===== src/rtl/axi_lite_cmd_master.sv =====
// AXI4-Lite initiator: serialises a valid/ready command stream into single AXI-Lite
// read/write transactions, one response per command. Optional counters: AXI_LITE_CMD_MASTER_STATS_EN.
module axi_lite_cmd_master #(
  parameter int unsigned DATA_WIDTH = 32,
  parameter int unsigned ADDR_WIDTH = 32
) (
  input  logic                      ACLK,
  input  logic                      ARESET,
  input  logic                      cmd_valid,
  output logic                      cmd_ready,
  input  logic                      cmd_write,
  input  logic [ADDR_WIDTH-1:0]     cmd_addr,
  input  logic [DATA_WIDTH-1:0]     cmd_wdata,
  input  logic [DATA_WIDTH/8-1:0]   cmd_wstrb,
  output logic                      rsp_valid,
  input  logic                      rsp_ready,
  output logic                      rsp_write,
  output logic [DATA_WIDTH-1:0]     rsp_rdata,
  output logic [1:0]                rsp_resp,
  output logic [ADDR_WIDTH-1:0]     AWADDR,
  output logic                      AWVALID,
  input  logic                      AWREADY,
  output logic [DATA_WIDTH-1:0]     WDATA,
  output logic [DATA_WIDTH/8-1:0]   WSTRB,
  output logic                      WVALID,
  input  logic                      WREADY,
  input  logic [1:0]                BRESP,
  input  logic                      BVALID,
  output logic                      BREADY,
  output logic [ADDR_WIDTH-1:0]     ARADDR,
  output logic                      ARVALID,
  input  logic                      ARREADY,
  input  logic [DATA_WIDTH-1:0]     RDATA,
  input  logic [1:0]                RRESP,
  input  logic                      RVALID,
  output logic                      RREADY
`ifdef AXI_LITE_CMD_MASTER_STATS_EN
 ,output logic [31:0]               stat_writes,
  output logic [31:0]               stat_reads,
  output logic [31:0]               stat_errors
`endif
);

  typedef enum logic [2:0] {
    ST_IDLE,
    ST_WRITE,
    ST_WRITE_RESP,
    ST_READ_ADDR,
    ST_READ_DATA,
    ST_RESPOND
  } state_t;

  state_t r_state, w_state_next;

  logic [ADDR_WIDTH-1:0]   r_awaddr, r_araddr;
  logic [DATA_WIDTH-1:0]   r_wdata, r_rsp_rdata;
  logic [DATA_WIDTH/8-1:0] r_wstrb;
  logic                    r_awvalid, r_wvalid, r_bready, r_arvalid, r_rready;
  logic                    r_aw_done, r_w_done;
  logic                    r_rsp_valid, r_rsp_write;
  logic [1:0]              r_rsp_resp;

  logic w_cmd_fire, w_aw_fire, w_w_fire, w_b_fire, w_ar_fire, w_r_fire, w_rsp_fire;
  logic w_aw_done, w_w_done;

  assign cmd_ready  = (r_state == ST_IDLE) && !ARESET;
  assign w_cmd_fire = cmd_valid & cmd_ready;
  assign w_aw_fire  = r_awvalid & AWREADY;
  assign w_w_fire   = r_wvalid & WREADY;
  assign w_b_fire   = r_bready & BVALID;
  assign w_ar_fire  = r_arvalid & ARREADY;
  assign w_r_fire   = r_rready & RVALID;
  assign w_rsp_fire = r_rsp_valid & rsp_ready;
  // AW and W complete independently; either may finish first or both together
  assign w_aw_done  = r_aw_done | w_aw_fire;
  assign w_w_done   = r_w_done | w_w_fire;

  always_comb begin
    w_state_next = r_state;
    case (r_state)
      ST_IDLE:       if (w_cmd_fire) w_state_next = cmd_write ? ST_WRITE : ST_READ_ADDR;
      ST_WRITE:      if (w_aw_done && w_w_done) w_state_next = ST_WRITE_RESP;
      ST_WRITE_RESP: if (w_b_fire) w_state_next = ST_RESPOND;
      ST_READ_ADDR:  if (w_ar_fire) w_state_next = ST_READ_DATA;
      ST_READ_DATA:  if (w_r_fire) w_state_next = ST_RESPOND;
      ST_RESPOND:    if (w_rsp_fire) w_state_next = ST_IDLE;
      default:       w_state_next = ST_IDLE;
    endcase
  end

`ifdef AXI_LITE_CMD_MASTER_STATS_EN
  logic [31:0] r_stat_writes, r_stat_reads, r_stat_errors;
  assign stat_writes = r_stat_writes;
  assign stat_reads  = r_stat_reads;
  assign stat_errors = r_stat_errors;

  always_ff @(posedge ACLK) begin
    if (ARESET) begin
      r_stat_writes <= '0;
      r_stat_reads  <= '0;
      r_stat_errors <= '0;
    end else begin
      if (r_state == ST_WRITE_RESP && w_b_fire) begin
        r_stat_writes <= r_stat_writes + 32'd1;
        if (BRESP != 2'b00) r_stat_errors <= r_stat_errors + 32'd1;
      end
      if (r_state == ST_READ_DATA && w_r_fire) begin
        r_stat_reads <= r_stat_reads + 32'd1;
        if (RRESP != 2'b00) r_stat_errors <= r_stat_errors + 32'd1;
      end
    end
  end
`endif

  always_ff @(posedge ACLK) begin
    if (ARESET) begin
      r_state     <= ST_IDLE;
      r_awaddr    <= '0;
      r_araddr    <= '0;
      r_wdata     <= '0;
      r_wstrb     <= '0;
      r_awvalid   <= 1'b0;
      r_wvalid    <= 1'b0;
      r_bready    <= 1'b0;
      r_arvalid   <= 1'b0;
      r_rready    <= 1'b0;
      r_aw_done   <= 1'b0;
      r_w_done    <= 1'b0;
      r_rsp_valid <= 1'b0;
      r_rsp_write <= 1'b0;
      r_rsp_rdata <= '0;
      r_rsp_resp  <= '0;
    end else begin
      r_state <= w_state_next;
      case (r_state)
        ST_IDLE: begin
          if (w_cmd_fire) begin
            if (cmd_write) begin
              r_awaddr  <= cmd_addr;
              r_wdata   <= cmd_wdata;
              r_wstrb   <= cmd_wstrb;
              r_awvalid <= 1'b1;
              r_wvalid  <= 1'b1;
              r_aw_done <= 1'b0;
              r_w_done  <= 1'b0;
            end else begin
              r_araddr  <= cmd_addr;
              r_arvalid <= 1'b1;
            end
          end
        end
        ST_WRITE: begin
          if (w_aw_fire) begin
            r_awvalid <= 1'b0;
            r_aw_done <= 1'b1;
          end
          if (w_w_fire) begin
            r_wvalid <= 1'b0;
            r_w_done <= 1'b1;
          end
          if (w_aw_done && w_w_done) r_bready <= 1'b1;
        end
        ST_WRITE_RESP: begin
          if (w_b_fire) begin
            r_bready    <= 1'b0;
            r_rsp_resp  <= BRESP;
            r_rsp_rdata <= '0;
            r_rsp_write <= 1'b1;
            r_rsp_valid <= 1'b1;
          end
        end
        ST_READ_ADDR: begin
          if (w_ar_fire) begin
            r_arvalid <= 1'b0;
            r_rready  <= 1'b1;
          end
        end
        ST_READ_DATA: begin
          if (w_r_fire) begin
            r_rready    <= 1'b0;
            r_rsp_rdata <= RDATA;
            r_rsp_resp  <= RRESP;
            r_rsp_write <= 1'b0;
            r_rsp_valid <= 1'b1;
          end
        end
        ST_RESPOND: begin
          if (w_rsp_fire) r_rsp_valid <= 1'b0;
        end
        default: ;
      endcase
    end
  end

  assign AWADDR    = r_awaddr;
  assign AWVALID   = r_awvalid;
  assign WDATA     = r_wdata;
  assign WSTRB     = r_wstrb;
  assign WVALID    = r_wvalid;
  assign BREADY    = r_bready;
  assign ARADDR    = r_araddr;
  assign ARVALID   = r_arvalid;
  assign RREADY    = r_rready;
  assign rsp_valid = r_rsp_valid;
  assign rsp_write = r_rsp_write;
  assign rsp_rdata = r_rsp_rdata;
  assign rsp_resp  = r_rsp_resp;

endmodule


===== config.mk =====
export PLATFORM = sky130hd
export DESIGN_NAME = axi_lite_cmd_master
export DESIGN_NICKNAME = d
export VERILOG_FILES = /design/src/rtl/axi_lite_cmd_master.sv
export SDC_FILE = /design/constraint.sdc
export NUM_CORES = 1
export LEC_CHECK = 0
export BUFFER_PORTS_ARGS = -buffer_cell sky130_fd_sc_hd__buf_2
export CAP_MARGIN = 20
export CELL_PAD_IN_SITES_DETAIL_PLACEMENT = 2
export CELL_PAD_IN_SITES_GLOBAL_PLACEMENT = 2
export CORE_ASPECT_RATIO = 0.75
export CORE_MARGIN = 2
export CORE_UTILIZATION = 24
export DETAILED_ROUTE_END_ITERATION = 6
export PLACE_DENSITY_LB_ADDON = 0.1
export SLEW_MARGIN = 15
export SYNTH_ARGS = -nofsm -noshare
export SYNTH_HDL_FRONTEND = slang
export SYNTH_SLANG_ARGS = --single-unit

===== constraint.sdc =====
create_clock -name ACLK -period 1.86 [get_ports ACLK]
set_input_delay 0.093 -clock ACLK [delete_from_list [all_inputs] [get_ports ACLK]]
set_output_delay 0.093 -clock ACLK [all_outputs]
set_load 0.05 [all_outputs]

==> impl_metrics.ini <==
[die]
die_x_microns = 175
chipHeight_microns = 132
num_rows = 46
pin_count = 256
start_util = 0.246
die_area_sq_um = 23000
core_region_area_sq_um = 21300

[grt]
grt_max_degree = 146
antenna_found_initial = 0
grtUsageTotal = 0.190
grt_pass1_vias = 6463
grt_pass1_wl_mm = 34.7
grt-ovfl-total = 0

[setup_path]
r2r_cells = 6
crit_fanout = 9
worstSetupPathType = flip-flop to output pin
critPathLaunchType = flip-flop
endpoint_kind = output pin
cp.arrival_ns = 1.64
critPathRequiredTime_ns = 1.77

[timing]
tns_ns = 0
min_period_over_period = 0.932
worstMarginPinSlew_ns = 0.688
setup_ws_ns = 0.126
worst_hold_slack_ns = 0.0355
skew_ns = 0.0133
hold_viol = 0
grt_setup_unrepaired = false
setup_viol = 0
drv_slew = 0
slew_headroom = 0.541
max_freq_mhz = 577
fin_crit_ns = 1.73

[logic_synthesis]
yosys.area.top_type = dfxtp_1
synth_edf_count = 0
synth_common_cells = 211 x nand2_1, 146 x dfxtp_1, 111 x a21oi_1, 42 x nor2_1, 27 x a22oi_1
syn_area_per_cell_sq_um = 8.25
yosysWarnings = 0
synthArstFlopShare = 0
synth_top_area_frac = 0.558
synth_area_sq_um = 5240
synth_seq_area_share = 0.558
ys_ff_latch = 146
ys_top_cells_by_area = dfxtp_1 56%, nand2_1 15%, a21oi_1 11%, a22oi_1 3.9%, nor2_1 3.0%
synth_cell_type_count = 36
yosysMostFrequentCell = nand2_1
synth_cells = 635
synth_flop_cell = dfxtp_1
synth_nets = 749

[pwr]
p_sw_frac = 0.312
p_int_mw = 6.48
clockPowerShare = 0.419
p_switching_mw = 2.94
p_comb_frac = 0.212
power_frac_seq = 0.369
vdd_drop_max_mv = 0.469
finalPower_mw = 9.42
power_density_nw_per_um2 = 1110
p_leak_nw = 3.72

[routing]
viasPerCell = 4.52
dr.first_iter.drc_count = 200
drt-total-wl_mm = 22.1
antenna_left = 0
avgRoutedWirePerCell_microns = 17.3
num_vias = 5768
drt_first_pass_iters = 4
drc = 0

[clocking]
cts_tree = yes
cts_made_buffers = 17
clkTransAtPathRegs_ns = 0.06
cts.sinks = 146
root_buffer = clkbuf_16
clock_path_buffers = 2
clk-insertion-delay-late_ns = 0.43
cts-htree-levels = 4

[place]
place_ws_ns = 0.0723
place_inst = 1140
gp_routability_congestion = 0.733
postPlaceCellArea_sq_um = 6800
portBuffers = 255
dp_hpwl_mm = 14.0

[final_layout]
final_util = 0.400
nets = 1090
drive_gt1_frac = 0.315
regArea_sq_um = 2930
fin_cells = 1276
antennaDiodeCount = 0
fillers = 2407
final_area_sq_um = 8520
multi_input_area_sq_um = 2090
area.growth.synth_to_final_pct = 62.5

[hold_path]
hold_depth = 4
hold_class = input port to flip-flop

[run]
maxCapViolCount = 0

[outcome]
outcome = complete, no violations
==> state kept, by name, summed over array words and instances (netlist names) <==
name       flops
rsp_resp       2
WDATA         32
rsp_write      1
rsp_valid      1
AWADDR        32
ARADDR        32
BREADY         1
RREADY         1
r_aw_done      1
AWVALID        1
WVALID         1
ARVALID        1
rsp_rdata     32
WSTRB          4
r_w_done       1
r_state        3
==> power by group through the flow <==
stage	Combinational, mW	Sequential, mW	Clock, mW
after detailed placement	1.82	3.54	0
after global placement	1.76	3.52	0
after global routing	2.17	3.50	4.18
after CTS	2.02	3.47	4.03
final	2.00	3.47	3.94
after floorplan	0.752	4.00	0
==> final cells by class <==
cell class,instances,share of cell area
flip-flops and latches,146,0.344
well taps,288,0.0423
clock inverters,13,0.0273
multi-input cells,439,0.245
clock buffers,18,0.0504
inverters,2,0.000881
repair buffers,370,0.290
==> cell usage in the layout (no fill, tap or decap), drive strengths merged, types with 2 or more instances in the layout <==
cell type	n
buf	265
nand2	211
dfxtp	146
a21oi	113
dlygate4sd3	105
nor2	43
a22oi	32
clkbuf	18
bufinv	6
o21ai	5
nand3	5
nor2b	4
inv	4
nor3	4
clkinv	4
nand2b	3
a311oi	2
nand4	2
o211a	2
a211oi	2
==> per-layer routing <==
layer	vias up	routed length [microns]	global-route usage
li1	2786	-	-
met1	2796	9250	0.216
met2	160	11100	0.341
met3	26	1270	0.0591
met4	0	395	0.0583
met5	-	0	0
==> critical path, cell delays in order (launching register included) <==
cell and delay, ns:
dfxtp_2 0.37, buf_4 0.16, or3_1 0.35, nor2_1 0.12, buf_4 0.22
==> path summary, 6_finish.rpt <==
check | endpoint | slack (ns) | from
setup / recovery | cmd_ready | 0.13 | r_state[0]
setup reg to reg | rsp_rdata[6] | 0.19 | r_state[1]
hold / removal | r_state[2] | 0.04 | rsp_ready
hold reg to reg | AWADDR[0] | 0.45 | AWADDR[0]
==> timing repair <==
item                                    in CTS  in global routing
setup buffers                                0                  0
hold buffers                               105                  0
endpoints found under the setup margin       1                 73
gates resized for setup                      1                  4
endpoints found under the hold margin      135                  0
==> kinds of logic after synthesis <==
group                  share of synthesized area
AND/OR/NAND/NOR                            0.215
AO/OA/AOI/OAI                              0.181
flip-flops                                 0.558
buffers and inverters                     0.0463
Power figures use the tool's default switching activity.
